**config.mk**
```make
export PLATFORM = sky130hd
export DESIGN_NAME = grant_index_arbiter
export DESIGN_NICKNAME = d
export VERILOG_FILES = /design/src/rtl/grant_index_arbiter.sv
export SDC_FILE = /design/constraint.sdc
export NUM_CORES = 1
export LEC_CHECK = 0
export ABC_AREA = 1
export CORE_MARGIN = 2
export CORE_UTILIZATION = 59
export CTS_CLUSTER_SIZE = 12
export DETAILED_ROUTE_END_ITERATION = 7
export DONT_BUFFER_PORTS = 1
export GPL_TIMING_DRIVEN = 0
export HOLD_SLACK_MARGIN = 0.12
export PLACE_DENSITY = 0.75
export SYNTH_ARGS = -nofsm -noshare
export SYNTH_HDL_FRONTEND = slang
export SYNTH_SLANG_ARGS = --single-unit
```
**constraint.sdc**
```tcl
create_clock -name clk -period 2.2 [get_ports clk]
set_clock_uncertainty 0.1 [all_clocks]
set_input_delay 0.44 -clock clk [delete_from_list [all_inputs] [get_ports clk]]
set_output_delay 0.44 -clock clk [all_outputs]
set_load 0.005 [all_outputs]
```
**src/rtl/grant_index_arbiter.sv**
```systemverilog
// Three-way round-robin arbiter emitting the winner as a 2-bit encoder-space index.
// A grant holds until done, until the owner withdraws, or until MAX_HOLD cycles pass.
module grant_index_arbiter #(
  parameter int unsigned MAX_HOLD = 8
) (
  input  logic       clk,
  input  logic       rst,
  input  logic [3:0] req,
  input  logic       done,
  output logic [1:0] grant_idx,
  output logic       grant_valid,
  output logic       timeout
);

  typedef enum logic {
    IDLE  = 1'b0,
    GRANT = 1'b1
  } state_t;

  localparam logic [7:0] HOLD_LAST = 8'(MAX_HOLD - 1);

  state_t     state_q, state_d;
  logic [1:0] idx_q, idx_d;
  logic [1:0] last_q, last_d;
  logic [7:0] hold_q, hold_d;
  logic       valid_q, valid_d;
  logic       timeout_q, timeout_d;
  logic [1:0] winner;

  // Bit 0 of req is outside the rotation and deliberately unused.
  logic unused_req0;
  assign unused_req0 = req[0];

  // Rotating priority starts one past the last owner and wraps 3 -> 1.
  always_comb begin
    winner = 2'd0;
    case (last_q)
      2'd1: begin
        if (req[2])      winner = 2'd2;
        else if (req[3]) winner = 2'd3;
        else if (req[1]) winner = 2'd1;
      end
      2'd2: begin
        if (req[3])      winner = 2'd3;
        else if (req[1]) winner = 2'd1;
        else if (req[2]) winner = 2'd2;
      end
      default: begin
        if (req[1])      winner = 2'd1;
        else if (req[2]) winner = 2'd2;
        else if (req[3]) winner = 2'd3;
      end
    endcase
  end

  always_comb begin
    state_d   = state_q;
    idx_d     = idx_q;
    last_d    = last_q;
    hold_d    = hold_q;
    timeout_d = 1'b0;
    case (state_q)
      IDLE: begin
        if (winner != 2'd0) begin
          idx_d   = winner;
          last_d  = winner;
          hold_d  = 8'd0;
          state_d = GRANT;
        end else begin
          idx_d = 2'd0;
        end
      end
      GRANT: begin
        // done has priority over the hold limit, so timeout is only raised when done is low.
        if (done || !req[idx_q]) begin
          idx_d   = 2'd0;
          state_d = IDLE;
        end else if (hold_q == HOLD_LAST) begin
          idx_d     = 2'd0;
          state_d   = IDLE;
          timeout_d = 1'b1;
        end else begin
          hold_d = hold_q + 8'd1;
        end
      end
      default: begin
        idx_d   = 2'd0;
        state_d = IDLE;
      end
    endcase
    valid_d = (idx_d != 2'd0);
  end

  always_ff @(posedge clk or posedge rst) begin
    if (rst) begin
      state_q   <= IDLE;
      idx_q     <= 2'd0;
      last_q    <= 2'd3;
      hold_q    <= 8'd0;
      valid_q   <= 1'b0;
      timeout_q <= 1'b0;
    end else begin
      state_q   <= state_d;
      idx_q     <= idx_d;
      last_q    <= last_d;
      hold_q    <= hold_d;
      valid_q   <= valid_d;
      timeout_q <= timeout_d;
    end
  end

  assign grant_idx   = idx_q;
  assign grant_valid = valid_q;
  assign timeout     = timeout_q;

endmodule

```
; Word-level counts from Yosys, hierarchy flattened
; Cells that the tools add are included.
[op_classes]
n_addsub = 1
magnitude_cmp = 1
eq_ne = 6
n_mux = 27
n_bitwise = 1
n_reduce_logical = 6
[ops]
columns = operator, count
row1 = two-way mux 8 bit, 3
row2 = two-way mux 2 bit, 11
row3 = case mux 8 bit (2 select lines), 1
row4 = "adder 8 x 1 -> 8 bit, second input constant", 1
row5 = "== test 8 x 3 -> 1 bit, second input constant", 1
row6 = two-way mux 1 bit, 8
row7 = case mux 2 bit (2 select lines), 2
row8 = "inequality test 2 bit, second input constant", 3
row9 = nonzero test 2 bit, 2
row10 = "less-than comparator 2 x 3 -> 1 bit, second input constant", 1
row11 = AND reduction 3 bit, 1
row12 = binary-select mux 1 bit (select 2 bit), 1
row13 = "== test 2 x 1 -> 1 bit, second input constant", 1
row14 = "== test 2 bit, second input constant", 1
row15 = case mux 1 bit (2 select lines), 1
row16 = AND reduction 2 bit, 1
row17 = zero test 1 bit, 1
row18 = logical OR 1 bit, 1
row19 = NOT 1 bit, 1
[word_totals]
register_bits = 15
in_bits = 7
output_inout_bits = 4
elab_cells = 48

; Depth between registers and ports, before layout
; Gate-level depths: netlist of the first run.
[logic_depth]
ltp_word = 8
mapped_depth = 11
mapped_depth_nobuf = 11

; Least setup slack after synthesis of the first run
; OpenSTA, ideal clock, no wires.
[synth_path]
kind = reg-to-reg
start = reg last_q[0]
end = reg hold_q[5]
setup_time_ns = 0.117
arrival_ns = 1.465
required_ns = 1.983
slack_ns = 0.518
stages_incl_launch_ff = 11
n_path_buf = 0
period_less_slack_ns = 1.682
cell_sequence = dfstp_2 > inv_1 > ha_1 > inv_1 > a21oi_1 > a21oi_2 > nand2_1 > nand2_4 > nand2_4 > nand2_1 > nand2_1
[synth_between]
elab_chain_cells = 5
elab_cells_between_ends = 6
cone_classes = 3 x eq/ne / 1 x mux / 2 x reduce/logical
[synth_lines]
columns = item, line
row1 = "start, declared", 24  ; logic [1:0] last_q, last_d;
row2 = "start signal, assigned", 105  ; last_q <= last_d;
row3 = == test 2 bit or == test 2 x 1 -> 1 bit (tied branches), 37  ; case (last_q)
row4 = case mux 2 bit (2 select lines) *, 37
row5 = nonzero test 2 bit *, 64  ; if (winner != 2'd0) begin
row6 = inequality test 2 bit (no line) *, n/a
row7 = AND reduction 3 bit (no line) *, n/a
row8 = "end signal, assigned", 106  ; hold_q <= hold_d;
row9 = "end, declared", 25  ; logic [7:0] hold_q, hold_d;
; Mark *: on every way between the ends. The rest lies on a longest branch, timed or not.
; A chain may end at the register's enable or synchronous reset.

; Worst setup path in the final report of the first run
[layout_path]
start = reg last_q[0]
end = reg hold_q[3]
; The elaborated chain is that of the path after synthesis.

==> results of run 1 <==
[worst min path at each step]
stage | startpoint | to | slack (ns) | cells past startpoint
finish | done | timeout | 0.31 | 4
detailed placement | rst | hold_q[0] | 0.32 | 1
CTS | done | timeout | 0.32 | 4
global route | done | timeout | 0.35 | 4
floorplan | rst | grant_idx[0] | 0.24 | 1
global placement | rst | hold_q[1] | 0.32 | 1
[cells by family (layout without fill, tap and decap cells)]
group | after synthesis | in the layout | share of synthesized area
flops | 15 | 15 | 0.415
compound gates | 8 | 8 | 0.0550
simple gates | 73 | 73 | 0.387
buf+inv | 15 | 20 | 0.0729
xor+xnor | 3 | 3 | 0.0289
fa+ha+maj | 3 | 3 | 0.0413
[metal layers]
layer	GRT usage	vias to the layer above	wire length [microns]
li1	-	382	-
met1	0.256	351	798
met2	0.340	12	846
met3	0.0298	2	51
met4	0.0727	0	10
met5	0	-	0
[cells in the mapped netlist]
master / count
a21oi_1: 3
a21oi_2: 2
buf_6: 1
dfrtp_1: 13
dfstp_2: 2
ha_1: 3
inv_1: 9
inv_2: 4
inv_4: 1
nand2_1: 40
nand2_2: 2
nand2_4: 2
nand3_1: 9
nand3_2: 2
nand4_1: 2
nor2_1: 6
nor2_2: 1
nor3_1: 2
nor3_2: 1
nor3b_1: 2
o21a_1: 1
o21ai_0: 1
o21ai_1: 1
or2_0: 1
or2_1: 3
xnor2_1: 1
xor2_1: 2
[through the flow]
step / setup WS, ns / cells / power (mW)
2_1_floorplan: 0.518 / 117 / 0.834
3_3_place_gp: 0.409 / 133 / 0.927
3_5_place_dp: 0.393 / 133 / 0.937
4_1_cts: 0.376 / 138 / 1.09
5_1_grt: 0.244 / 138 / 1.19
6_report: 0.381 / 138 / 1.09
[cell type report]
cell class	instances	area (sq um)
Fill cell	130	504
Multi-Input combinational cell	87	465
Sequential cell	15	378
Inverter	14	55.1
Clock buffer	3	22.5
Tap cell	16	20.0
Buffer	1	11.3
Timing Repair Buffer	1	10.0
Clock inverter	1	5.00
[registers in the layout (all words and copies together), names as in the netlist]
signal,flops
grant_idx,2
grant_valid,1
hold_q,8
last_q,2
state_q,1
timeout,1
[power by group through the flow]
stage | logic [mW] | clock network, mW | registers, mW
after floorplan | 0.415 | 0 | 0.419
after global placement | 0.494 | 0 | 0.433
after detailed placement | 0.502 | 0 | 0.435
after CTS | 0.504 | 0.160 | 0.430
after global routing | 0.569 | 0.176 | 0.442
final | 0.500 | 0.165 | 0.430
[worst max-delay path: cells and delay by family, from the launching register on]
kind,cells,cell delay [ns]
flip-flops,1,0.56
buffers and inverters,2,0.17
adder cells (fa/ha/maj),1,0.29
AO/OA/AOI/OAI,2,0.18
AND/OR/NAND/NOR,5,0.43
==> qor.txt, run 1 <==
Synth Warn # - 0
total congestion overflow - 0
Worst Path Arrival - 1.90 ns
drt pass-1 iters - 4
cell chain of the critical path - inv_1 > ha_1 > inv_1 > a21oi_1 > a21oi_2 > nand2_1 > nand2_4 > nand2_4 > nand2_1 > nand2_1
htree depth - 1
CP required - 2.28 ns
clk buf depth - 2
Via density - 5.41
Starting Density - 0.618
Critical Path Max Stage Delay - 0.56 ns
CP Max Fanout - 10
area share of the largest cell type after synthesis - 0.358
number of port buffers - 0
flip-flop and latch count after synthesis - 15
slowest stage cell, crit path - dfstp_2
Crit. Startpoint - last_q[0]
sequential share of the synthesized area - 0.415
final count of pins violating max slew - 0
postcts setup bufs - 0
area delta synth->final - 6.33%
Root Driver - clkbuf_4
FF-to-FF End - hold_q[3]
RSZ-0062 raised after global routing - no
r2r worst-path depth - 10
placer congestion estimate - 0.808
Fmax - 550 MHz
GRT Overall Usage - 0.201
synth unique cells - 27
clk sink count - 15
Die H - 43.3 microns
Peak supply drop - 0.498 mV
Vias - 747
Sw Share - 0.452
CTS tree - built
CTS buffer count - 3
Total Wirelength - 1710 microns
FF-to-FF setup slack - 0.38 ns
part of the power in registers - 0.392
P per Cell Area - 1130 nW/um^2
Routed WL per cell - 12.4 microns
Mapped Area - 910 sq um
Yosys top cell by area - dfrtp_1
antenna cells - 0
ANT nets after route - 0
most frequent cells in the layout - 40 x nand2_1, 13 x dfrtp_1, 9 x nand3_1, 9 x inv_1, 6 x nor2_1
end-of-flow core utilization - 0.657
hold_buf cts - 1
Post-CTS Resized - 0
status - complete, no violations
syn_nets - 127
main area contributors after synthesis - dfrtp_1 36%, nand2_1 17%, dfstp_2 5.8%
DP Wirelength - 1240 microns
Pleak - 0.527 nW
Net Switching - 494 uW
Clock power frac - 0.150
Setup TNS - 0 ns
clk slew on worst S/H paths - 0.10 ns
largest net degree at the start of global routing - 16
vias in the first global route - 662
number of max-cap violations - 0
internal power - 600 uW
Nets - 133
commonest non-fill, non-tap cell in the layout - nand2_1
startpoint class of the critical path - flip-flop
cell mode on critical path - nand2_1
Setup Viol. Count Final - 0
Slew @ Worst Pin - 0.571 ns
Die Wd - 43.3 microns
first-pass GRT wire length - 2790 microns
DRC viols - 0
share of post-route cells with drive strength above 1 - 0.180
syn avg cell area - 7.77 sq um
Setup crit end kind - flip-flop
Die Area - 1870 sq um
Design Area, Final - 967 sq um
core box area - 1470 sq um
IO Pins - 11
worst min-delay path class - input port to flip-flop
fin crit period - 1.82 ns
crit path kind - flip-flop to flip-flop
latest clock arrival within the worst-skew pair - 0.29 ns
initial antenna violation count - 0
WHS - 0.309 ns
violation count after the first detailed-route iteration - 13
crit path to - hold_q[3]
endpoints failing hold - 0
Final Cycle Share - 0.827
dpl cell area - 930 sq um
Cells after Synth - 117
worst relative slew slack - 0.619
Rows - 14
FF-to-FF Start - last_q[0]
combinational power share - 0.457
No activity file was read; power rests on OpenSTA's default activity.
==> inputs of run 2 (changes only) <==
- clock period: 2.2 -> 1.87 ns (I/O delays scaled with it)
==> run 2 against run 1 <==
Combinational power is 67% higher; largest cell class unchanged; critical endpoint is now hold_q[5]; critical path depth stayed put; sequential power is 18% higher; via count is 2.0% higher.
==> qor.txt, run 2 (same netlist as run 1, synthesis figures left out) <==
Starting Density - 0.618
Die Wd - 43.3 microns
Final Cycle Share - 0.939
startpoint class of the critical path - flip-flop
worst relative slew slack - 0.615
Via density - 5.29
Peak supply drop - 0.589 mV
end-of-flow core utilization - 0.701
first-pass GRT wire length - 2790 microns
number of flip-flops in the largest register - 8
endpoints failing hold - 0
Routed WL per cell - 12.5 microns
Nets - 139
CP Max Fanout - 6
antenna cells - 0
vias in the first global route - 662
number of port buffers - 0
DP Wirelength - 1240 microns
Die Area - 1870 sq um
Setup TNS - 0 ns
largest net degree at the start of global routing - 16
Rows - 14
most frequent cells in the layout - 39 x nand2_1, 13 x dfrtp_1, 9 x nand3_1, 8 x inv_1, 6 x nor2_1
final count of pins violating max slew - 0
Root Driver - clkbuf_4
status - complete, no violations
Vias - 762
total congestion overflow - 0
Die H - 43.3 microns
ANT nets after route - 0
Setup Viol. Count Final - 0
htree depth - 1
Total Wirelength - 1800 microns
initial antenna violation count - 0
drt pass-1 iters - 4
CTS buffer count - 3
area of the multi-input gates - 480 sq um
clk sink count - 15
placer congestion estimate - 0.808
FF-to-FF setup slack - 0.11 ns
Fmax - 570 MHz
core box area - 1470 sq um
register area - 378 sq um
Setup crit end kind - flip-flop
GRT Overall Usage - 0.201
RSZ-0062 raised after global routing - no
share of post-route cells with drive strength above 1 - 0.242
Reg with most FFs - hold_q
number of max-cap violations - 0
DRC viols - 0
crit path kind - flip-flop to flip-flop
latest clock arrival within the worst-skew pair - 0.28 ns
area delta synth->final - 13.3%
IO Pins - 11
P per Cell Area - 1480 nW/um^2
commonest non-fill, non-tap cell in the layout - nand2_1
Pleak - 0.555 nW
fin crit period - 1.76 ns
clk buf depth - 2
Filler cells - 123
Slew @ Worst Pin - 0.577 ns
violation count after the first detailed-route iteration - 18
CTS tree - built
Worst Path Arrival - 1.83 ns
clk slew on worst S/H paths - 0.09 ns
CP required - 1.95 ns
worst min-delay path class - input port to flip-flop
-- run 2: cell types whose count changed in the layout (fill, tap and decap cells not counted) --
cell and change:
nand2_2 +1, ha_4 +1, inv_1 -1, buf_6 +1
buf_4 +5, nand2_1 -1, ha_1 -1, inv_2 +1
-- run 2: layer usage --
metal | track usage | vias up | share of wire
met1 | 0.256 | 350 | 0.45
li1 | - | 396 | -
met4 | 0.0727 | 0 | 0
met5 | 0 | - | 0
met3 | 0.0298 | 0 | 0.027
met2 | 0.340 | 16 | 0.52
-- run 2: worst paths after layout --
path,from,end,cells past startpoint
setup reg to reg,last_q[0],hold_q[5],10
setup / recovery,last_q[0],hold_q[5],10
hold / removal,done,timeout,4
min in group asynchronous,rst,grant_idx[0],2
max in group asynchronous,rst,hold_q[4],2
hold reg to reg,last_q[0],last_q[0],2
-- run 2: worst max-delay path, cell delays in order (launching register included) --
cell     delay (ns)
dfstp_2        0.55
inv_1          0.07
ha_4           0.26
inv_2          0.05
a21oi_1        0.15
a21oi_2        0.06
nand2_2        0.08
nand2_4        0.08
buf_4          0.14
nand3_1        0.06
nand2_1        0.05
-- run 2: timing repair --
item | 4_1_cts | 5_1_grt
resized for setup | 0 | 6
endpoints found under the hold margin | 13 | 0
setup endpoints to repair | 0 | 5
hold buffers | 1 | 0
setup buffers | 0 | 6
-- run 2: power by group --
group | internal, mW | total (mW) | switching (mW)
sequential | 0.427 | 0.509 | 0.0820
combinational | 0.375 | 0.833 | 0.458
clock | 0.0792 | 0.186 | 0.107
-- run 2: cell type report --
type,count,share of cell area
repair buffers,7,0.0570
clock buffers,3,0.0218
flip-flops and latches,15,0.367
plain buffers,1,0.0109
multi-input cells,87,0.466
clock inverters,1,0.00485
well taps,16,0.0194
inverters,14,0.0534
-- run 2: per-stage QoR --
step / worst slack (ns) / instances / instance area [sq um] / power (mW) / hold slack [ns]
after global placement: 0.0787 / 133 / 930 / 1.09 / 0.250
after floorplan: 0.188 / 117 / 910 / 0.981 / 0.174
after detailed placement: 0.0630 / 133 / 930 / 1.10 / 0.253
after CTS: 0.0462 / 138 / 967 / 1.29 / 0.251
final: 0.115 / 144 / 1030 / 1.53 / 0.258
after global routing: 0.00907 / 144 / 1030 / 1.66 / 0.285
==> inputs of run 3 (changes only) <==
- SLEW_MARGIN: unset -> 20
==> results of run 3 <==
Same layout as run 2: the final DEF is identical, and so are final timing and power.
